--- src/rtl/mod_n_updown_counter.sv ---
// Modulo-N up/down counter with enable, clear, clamped parallel load, terminal-count pulse
// and optional rising-edge tick qualifier. Define UPDN_CNT_SATURATE_EN to saturate instead of wrap.
module mod_n_updown_counter #(
    parameter int WIDTH    = 8,
    parameter int MOD_N    = 60,
    parameter int EDGE_SEL = 0
) (
    input  logic             clk,
    input  logic             reset_p,
    input  logic             en,
    input  logic             clr,
    input  logic             load,
    input  logic [WIDTH-1:0] load_val,
    input  logic             up_dn,
    input  logic             tick,
    output logic [WIDTH-1:0] count,
    output logic             tc,
    output logic             zero
);

    localparam longint unsigned MAX_N = 64'd1 << WIDTH;
    localparam logic [WIDTH-1:0] MAX_CNT = WIDTH'(MOD_N - 1);

    generate
        if (MOD_N < 2 || longint'(MOD_N) > MAX_N) begin : gen_bad_mod
            $error("mod_n_updown_counter: MOD_N must satisfy 2 <= MOD_N <= 2**WIDTH");
        end
    endgenerate

    logic [WIDTH-1:0] count_q, count_d;
    logic             tc_q, tc_d;
    logic             cnt_event;
    logic             at_max, at_min;

    // Edge register only exists when the rising-edge qualifier is selected.
    generate
        if (EDGE_SEL != 0) begin : gen_edge
            logic tick_prev_q;
            logic tick_prev_d;

            assign tick_prev_d = tick;

            always_ff @(posedge clk) begin
                if (reset_p) begin
                    tick_prev_q <= 1'b0;
                end else begin
                    tick_prev_q <= tick_prev_d;
                end
            end

            assign cnt_event = tick & ~tick_prev_q;
        end else begin : gen_level
            assign cnt_event = tick;
        end
    endgenerate

    assign at_max = (count_q == MAX_CNT);
    assign at_min = (count_q == '0);

    always_comb begin
        count_d = count_q;
        tc_d    = 1'b0;
        if (clr) begin
            count_d = '0;
        end else if (en && load) begin
            count_d = (load_val > MAX_CNT) ? MAX_CNT : load_val;
        end else if (en && cnt_event) begin
            if (up_dn) begin
                if (at_max) begin
                    tc_d = 1'b1;
`ifdef UPDN_CNT_SATURATE_EN
                    count_d = MAX_CNT;
`else
                    count_d = '0;
`endif
                end else begin
                    count_d = count_q + 1'b1;
                end
            end else begin
                if (at_min) begin
                    tc_d = 1'b1;
`ifdef UPDN_CNT_SATURATE_EN
                    count_d = '0;
`else
                    count_d = MAX_CNT;
`endif
                end else begin
                    count_d = count_q - 1'b1;
                end
            end
        end
    end

    always_ff @(posedge clk) begin
        if (reset_p) begin
            count_q <= '0;
            tc_q    <= 1'b0;
        end else begin
            count_q <= count_d;
            tc_q    <= tc_d;
        end
    end

    assign count = count_q;
    assign tc    = tc_q;
    assign zero  = at_min;

endmodule
--- config.mk ---
export PLATFORM = sky130hd
export DESIGN_NAME = mod_n_updown_counter
export DESIGN_NICKNAME = d
export VERILOG_FILES = /design/src/rtl/mod_n_updown_counter.sv
export SDC_FILE = /design/constraint.sdc
export NUM_CORES = 1
export LEC_CHECK = 0
export CAP_MARGIN = 20
export CORE_MARGIN = 4
export CORE_UTILIZATION = 30
export DETAILED_ROUTE_END_ITERATION = 16
export GPL_ROUTABILITY_DRIVEN = 0
export GPL_TIMING_DRIVEN = 0
export PLACE_DENSITY = 0.59
export SLEW_MARGIN = 20
export SYNTH_ARGS = -nofsm -noshare
export SYNTH_HDL_FRONTEND = slang
export SYNTH_SLANG_ARGS = --single-unit
--- constraint.sdc ---
create_clock -name clk -period 1.7 [get_ports clk]
set_clock_uncertainty 0.05 [all_clocks]
set_input_delay 0.17 -clock clk [delete_from_list [all_inputs] [get_ports clk]]
set_output_delay 0.17 -clock clk [all_outputs]
set_load 0.02 [all_outputs]
## After elaboration in Yosys (flattened, before gate mapping)

Cells that the tools add are included.

| operators by class | value |
|---|---|
| $add $sub $neg | 2 |
| order comparisons | 1 |
| equal/unequal tests | 1 |
| mux-type cells | 9 |
| bitwise operators | 1 |
| reductions and logical operators | 6 |

Operators by type and width:

| operator | number |
|---|---|
| $mux W8 | 6 |
| $add A8 B1 Y8 const B | 1 |
| $eq A8 B6 Y1 const B | 1 |
| $gt A8 B6 Y1 const B | 1 |
| $logic_not A8 Y1 | 1 |
| $sub A8 B1 Y8 const B | 1 |
| $reduce_or A4 Y1 | 1 |
| $mux W1 | 3 |
| $logic_and A1 B1 Y1 | 2 |
| $reduce_bool A2 Y1 | 1 |
| $reduce_or A2 Y1 | 1 |
| $not A1 Y1 | 1 |

| storage, ports and cells | value |
|---|---|
| register bits after elaboration | 9 |
| output and inout port bits | 10 |
| word-level logic and storage cells | 22 |

## Logic depth before layout (Yosys ltp)

Gate-level depths: netlist (run 1).

| logic depth | value |
|---|---|
| depth in word-level cells | 5 |
| mapped depth | 6 |
| gate-level depth less buffers | 6 |

## Least setup slack after synthesis (run 1)

Ideal clock, no wire load.

| timing path | value |
|---|---|
| path kind | register to register |
| from | register count_q[4] (netlist: count[4]) |
| to | register count_q[2] (netlist: count[2]) |
| library setup time | 0.117 ns |
| arrival | 1.674 ns |
| setup slack | -0.141 ns |
| stages on the path, launching flop included | 7 |
| buffers on the path | 2 |
| clock period less this slack | 1.841 ns |
| cell sequence | dfxtp_1 clkbuf_8 and3_1 clkbuf_2 a21oi_1 mux4_2 a22o_1 |

| between the ends | value |
|---|---|
| longest elaborated chain between the ends | 5 |

RTL lines:

| item | RTL line | RTL |
|---|---|---|
| start: declaration | 30 | `logic [WIDTH-1:0] count_q, count_d;` |
| start signal: assignment | 99 | `count_q <= count_d;` |
| $eq A8 B6 Y1 / $logic_not A8 Y1 (equally long branches) | 57, 58 |  |
| $mux W8 (on tied branches) | 69, 80 |  |
| $mux W8 (*) | 68 | `if (up_dn) begin` |
| $mux W8 (*) | 67 | `end else if (en && cnt_event) begin` |
| $mux W8 (*) | 65 | `end else if (en && load) begin` |

Every way passes the cells marked *; elsewhere a longest branch is shown, timed or not. The select of a mux whose other input is x is not followed.
A chain may end at the register's enable or synchronous reset.

## Final worst setup path (run 1)

| timing path | value |
|---|---|
| from | register count_q[0] (netlist: count[0]) |
| to | register count_q[5] (netlist: count[5]) |

| between the ends | value |
|---|---|
| longest elaborated chain between the ends | 5 |

RTL lines:

| item | RTL line | RTL |
|---|---|---|
| $sub A8 B1 Y8, or another cell as far along | 88 | `count_d = count_q - 1'b1;` |
| $mux W8 (on tied branches) | 80, 69 |  |
| $mux W8 (*) | 68 |  |
| $mux W8 (*) | 67 |  |
| $mux W8 (*) | 65 |  |

Marks and branches as above.

==> results.cfg, run 1 <==
[run_status]
status = finished, final reports clean

[setup_path]
critPathLaunchType = register
cp.arrival_ns = 1.80
path_buf_inv = 0
r2r_cells = 4
critical_path_class = register to register
cp_top_family = simple AND/OR/NAND/NOR gates
reg2reg_to = count[5]
path_cells = or4_2 -> o21ai_1 -> nor4b_2 -> nor3_1
cp_max_fo = 9
crit_slowest_cell = or4_2
cpPeakStageDelay_ns = 0.72
r2r_slack_ns = 0.008
cp.required_ns = 1.81
r2r_start = count[0]
endpoint_kind = register

[synthesis]
synth-seq-cells = 9
yosysUniqueCellTypes = 44
syn_nets = 117
synthCells = 100
synth_edf_count = 0
avgSynthCellArea_um2 = 8.20
yosys_most_used_dff = dfxtp_1
seq_area_frac_synth_pct = 22.0
yosys_warnings = 0
async_reset_ff_share_pct = 0
syn_area_um2 = 820

[clock_network]
cts_max_level = 1
tritoncts = yes
cts_made_buffers = 3
clock_path_buffers = 2
clock-root-buffer = clkbuf_4
cts.clk_slew.worst_paths_ns = 0.07
clock_latency_ns = 0.28
cts.sink_count = 9

[placement]
placed_area_um2 = 1120
dp_hpwl_um = 1850
portBuffers = 24

[timing]
fin_hold_ws_ns = 0.465
finalSetupTns_ns = 0
grt_setup_unrepaired = true
finalCriticalPeriod_ns = 1.69
worst_pin_slew_ns = 0.480
setup_viol = 0
hold_viol_final = 0
fmax_mhz = 591
final-max-slew-violation-count = 0
fin_crit_sh_pct = 99.5
slew_headroom_pct = 68.0

[finish]
layout_common_cells = 22 x clkdlybuf4s50_1, 13 x buf_4, 9 x inv_1
fin_nets = 155
n_antenna_cell = 0
final_layout_size_suffix_gt1_share_pct = 32.1
area.growth.synth_to_final_pct = 51.6
final_area_um2 = 1240
final_util_pct = 48.8
layout_commonest_cell = clkdlybuf4s50_1
fill_cells = 265

[die]
die_width_um = 60.3
die-area_um2 = 3630
die_h_um = 60.3
coreArea_um2 = 2540
row_count = 18
ios = 25
start_util_pct = 32.2

[power]
leakage_nw = 0.475
p_per_area_nw_per_um2 = 511
ir_worst_vdd_uv = 309

[flow_run]
drv_cap = 0

[drt]
via_per_inst = 6.14
postRouteAntennaNets = 0
drc = 0
num_vias = 1025
wl_per_cell_um = 15.6
detail_route.iter0.violations = 45
first_pass_iters = 5
wl_um = 2610

[min_path]
hold_path_class = primary input to register
worstHoldEndpoint = count[1]
whs_path_depth = 3
min_from = load_val[1]

[grt]
track_usage_pct = 15.7
grt_pass1_vias = 914
antenna_found_initial = 0
grt_max_degree = 11
grt_remaining_overflow = 0
grt_pass1_wl_um = 4170
## metal layers
metal  GRT usage (%)  vias up  wire, um
met5               0        -         0
met4            7.59        0        89
met3            2.81       14       228
met2            25.0       64      1200
met1            20.2      485      1090
li1                -      462         -
## how the worst max path moves through the flow
stage | start | end | slack (ns) | depth (start not counted)
3_5_place_dp | count[4] | zero | -0.49 | 5
5_1_grt | count[2] | count[2] | -0.06 | 5
2_1_floorplan | count[4] | count[2] | -0.09 | 5
6_report | count[0] | count[5] | 0.008 | 4
4_1_cts | count[2] | count[2] | -0.07 | 5
3_3_place_gp | count[4] | zero | -0.52 | 5
## worst reg2reg max path: stages (launching register included)
cell and delay [ns]:
dfxtp_4 0.38, or4_2 0.72, o21ai_1 0.15, nor4b_2 0.20, nor3_1 0.08
## cells in the mapped netlist (2+ instances only)
| cell type | n | share of area [%] |
|---|---|---|
| a31o_2 | 3 | 3.2 |
| nor3_1 | 6 | 3.7 |
| mux2_2 | 2 | 2.7 |
| o211ai_1 | 2 | 1.8 |
| inv_1 | 10 | 4.6 |
| clkbuf_8 | 2 | 3.4 |
| nor4b_1 | 2 | 2.1 |
| xor2_1 | 2 | 2.1 |
| nand2_1 | 5 | 2.3 |
| nand3_1 | 5 | 3.1 |
| a21oi_1 | 4 | 2.4 |
| a31oi_1 | 6 | 4.6 |
| dfxtp_1 | 9 | 22 |
| clkbuf_1 | 2 | 0.92 |
| o221ai_1 | 4 | 4.3 |
| nand4_1 | 2 | 1.5 |
| o21ai_0 | 4 | 2.4 |
| ha_1 | 2 | 3.1 |
| nor2_1 | 3 | 1.4 |
## per-stage QoR
| stage | instances | total power, W | setup slack [ns] |
|---|---|---|---|
| after floorplan | 100 | 0.000337 | -0.0921 |
| after global placement | 154 | 0.000418 | -0.519 |
| after detailed placement | 154 | 0.000419 | -0.495 |
| after CTS | 163 | 0.000605 | -0.0747 |
| after global routing | 167 | 0.000674 | -0.0623 |
| final | 167 | 0.000635 | 0.00816 |
## timing repair
action | 4_1_cts | 5_1_grt
resized for setup | 11 | 14
buffers inserted | 8 | 4
endpoints found under the setup margin | 5 | 8
pin swaps | 3 | 0
gates cloned | 0 | 0
hold buffers | 0 | 0
## sequential cells by signal, summed over array words and instances, names as in the netlist
name and count:
tc 1, count 8
## area by class of cell
type / count / area, um^2 / area share [%]
multi-input combinational: 75 / 592 / 47.6
timing repair buffer: 36 / 334 / 26.9
sequential: 9 / 200 / 16.1
inverter: 10 / 37.5 / 3.02
tap: 30 / 37.5 / 3.02
clock buffer: 4 / 26.3 / 2.11
buffer: 3 / 15.0 / 1.21
## where the power goes
part	leakage, nW	total (W)	internal [W]	switching [W]
clock	0.0150	0.000184	0.0000912	0.0000931
combinational	0.383	0.000224	0.000122	0.000102
sequential	0.0773	0.000227	0.000213	0.0000141
## cells by family after synthesis
kind of cell / after synthesis / share of synthesized area, %
buffers and inverters: 16 / 10.8
xor gates and xnor gates: 3 / 3.21
DFF: 9 / 22.0
adders and majority gates: 2 / 3.05
muxes: 3 / 5.50
AOI/OAI and AO/OA: 34 / 30.1
and+or+nand+nor: 33 / 25.3
(Power assumes the default switching activity.)
==> inputs of run 2 (changes only) <==
Settings changed: SKIP_CTS_REPAIR_TIMING set to 1.
==> run 2 against run 1 <==
  * Hold slack better by 0.0045 ns
  * Clock power down 3%
  * Cell area down 1.3%
  * Non-clock buffer count down 5
  * Routed wire length up 1.3%
==> results.cfg, run 2 (synthesis gave the netlist of run 1 again) <==
[run_status]
status = finished, final reports clean

[timing]
slew_headroom_pct = 68.2
fin_crit_sh_pct = 97.8
final-max-slew-violation-count = 0
fin_hold_ws_ns = 0.469
finalCriticalPeriod_ns = 1.66
hold_viol_final = 0
fmax_mhz = 602
worst_pin_slew_ns = 0.477
grt_setup_unrepaired = true
finalSetupTns_ns = 0
setup_viol = 0

[finish]
largest_reg_flops = 8
area.growth.synth_to_final_pct = 49.6
layout_commonest_cell = clkdlybuf4s50_1
layout_common_cells = 23 x clkdlybuf4s50_1, 9 x inv_1, 7 x buf_4
fin_nets = 150
final_area_um2 = 1230
fin_cells = 162
final_util_pct = 48.2
n_antenna_cell = 0
final_layout_size_suffix_gt1_share_pct = 31.1

[power]
ir_worst_vdd_uv = 294
p_seq_share_pct = 37.1
p_comb_share_pct = 33.8
netSwitchingFraction_pct = 32.9
internal_power_w = 0.000413
leakage_nw = 0.437
power_frac_clock_pct = 29.1
p_per_area_nw_per_um2 = 502
p_switching_w = 0.000202

[drt]
postRouteAntennaNets = 0
via_per_inst = 6.05
wl_um = 2650
drc = 0
wl_per_cell_um = 16.3
detail_route.iter0.violations = 68
num_vias = 980
first_pass_iters = 5

[setup_path]
critPathLaunchType = register
cp.arrival_ns = 1.44
r2r_start = count[5]
cp.required_ns = 1.48
r2r_slack_ns = 0.04
endpoint_kind = output pin
reg2reg_to = count[2]
cp_max_fo = 6
crit_start = count[5]
critical_path_class = register to output pin
r2r_cells = 5

[grt]
grt_max_degree = 11
track_usage_pct = 15.1
grt_pass1_wl_um = 4040
grt_remaining_overflow = 0
antenna_found_initial = 0
grt_pass1_vias = 879

[min_path]
hold_path_class = primary input to register
whs_path_depth = 3
worstHoldEndpoint = count[1]
min_from = load_val[1]

[clock_network]
cts_made_buffers = 3
cts_max_level = 1
cts.sink_count = 9
tritoncts = yes
clock_latency_ns = 0.27
clock_path_buffers = 2
clock-root-buffer = clkbuf_4
cts.clk_slew.worst_paths_ns = 0.07

[die]
die-area_um2 = 3630
row_count = 18
die_width_um = 60.3
ios = 25
coreArea_um2 = 2540
die_h_um = 60.3
start_util_pct = 32.2

[placement]
portBuffers = 24
dp_cells = 154
dp_hpwl_um = 1850
placed_area_um2 = 1120

[flow_run]
drv_cap = 0
[run 2: per-layer routing]
layer  wire length [um]  global-route usage, %
met2               1260                   24.5
met3                214                   2.38
met1               1120                   19.6
met4                 52                   6.65
met5                  0                      0
[run 2: final cells by class]
type | instances | area [um^2]
clock buffers | 4 | 26.3
flip-flops and latches | 9 | 205
multi-input cells | 75 | 607
repair buffers | 31 | 294
inverters | 10 | 37.5
well taps | 30 | 37.5
plain buffers | 3 | 18.8
fillers | 258 | 1320
[run 2: worst max-delay path by stage]
| stage | to | slack, ns | cells after the start |
|---|---|---|---|
| 6_report | zero | 0.04 | 5 |
| 4_1_cts | zero | -0.79 | 5 |
| 2_1_floorplan | count[2] | -0.09 | 5 |
| 3_5_place_dp | zero | -0.49 | 5 |
| 3_3_place_gp | zero | -0.52 | 5 |
| 5_1_grt | zero | -0.01 | 5 |
[run 2: critical path, cell delays in order (launching register included)]
cell	delay [ns]
dfxtp_4	0.37
nor4_4	0.28
buf_6	0.15
nand3_2	0.12
inv_2	0.11
buf_4	0.14
[run 2: stage by stage]
step	worst slack, ns	total power, W
2_1_floorplan	-0.0921	0.000337
3_3_place_gp	-0.519	0.000418
3_5_place_dp	-0.495	0.000419
4_1_cts	-0.789	0.000596
5_1_grt	-0.0120	0.000648
6_report	0.0379	0.000615
[run 2: power groups by stage]
stage	Sequential (W)	Clock (W)	Combinational, W
after floorplan	0.000236	0	0.000100
after global placement	0.000231	0	0.000187
after detailed placement	0.000231	0	0.000188
after CTS	0.000226	0.000181	0.000189
after global routing	0.000230	0.000196	0.000222
final	0.000228	0.000179	0.000208
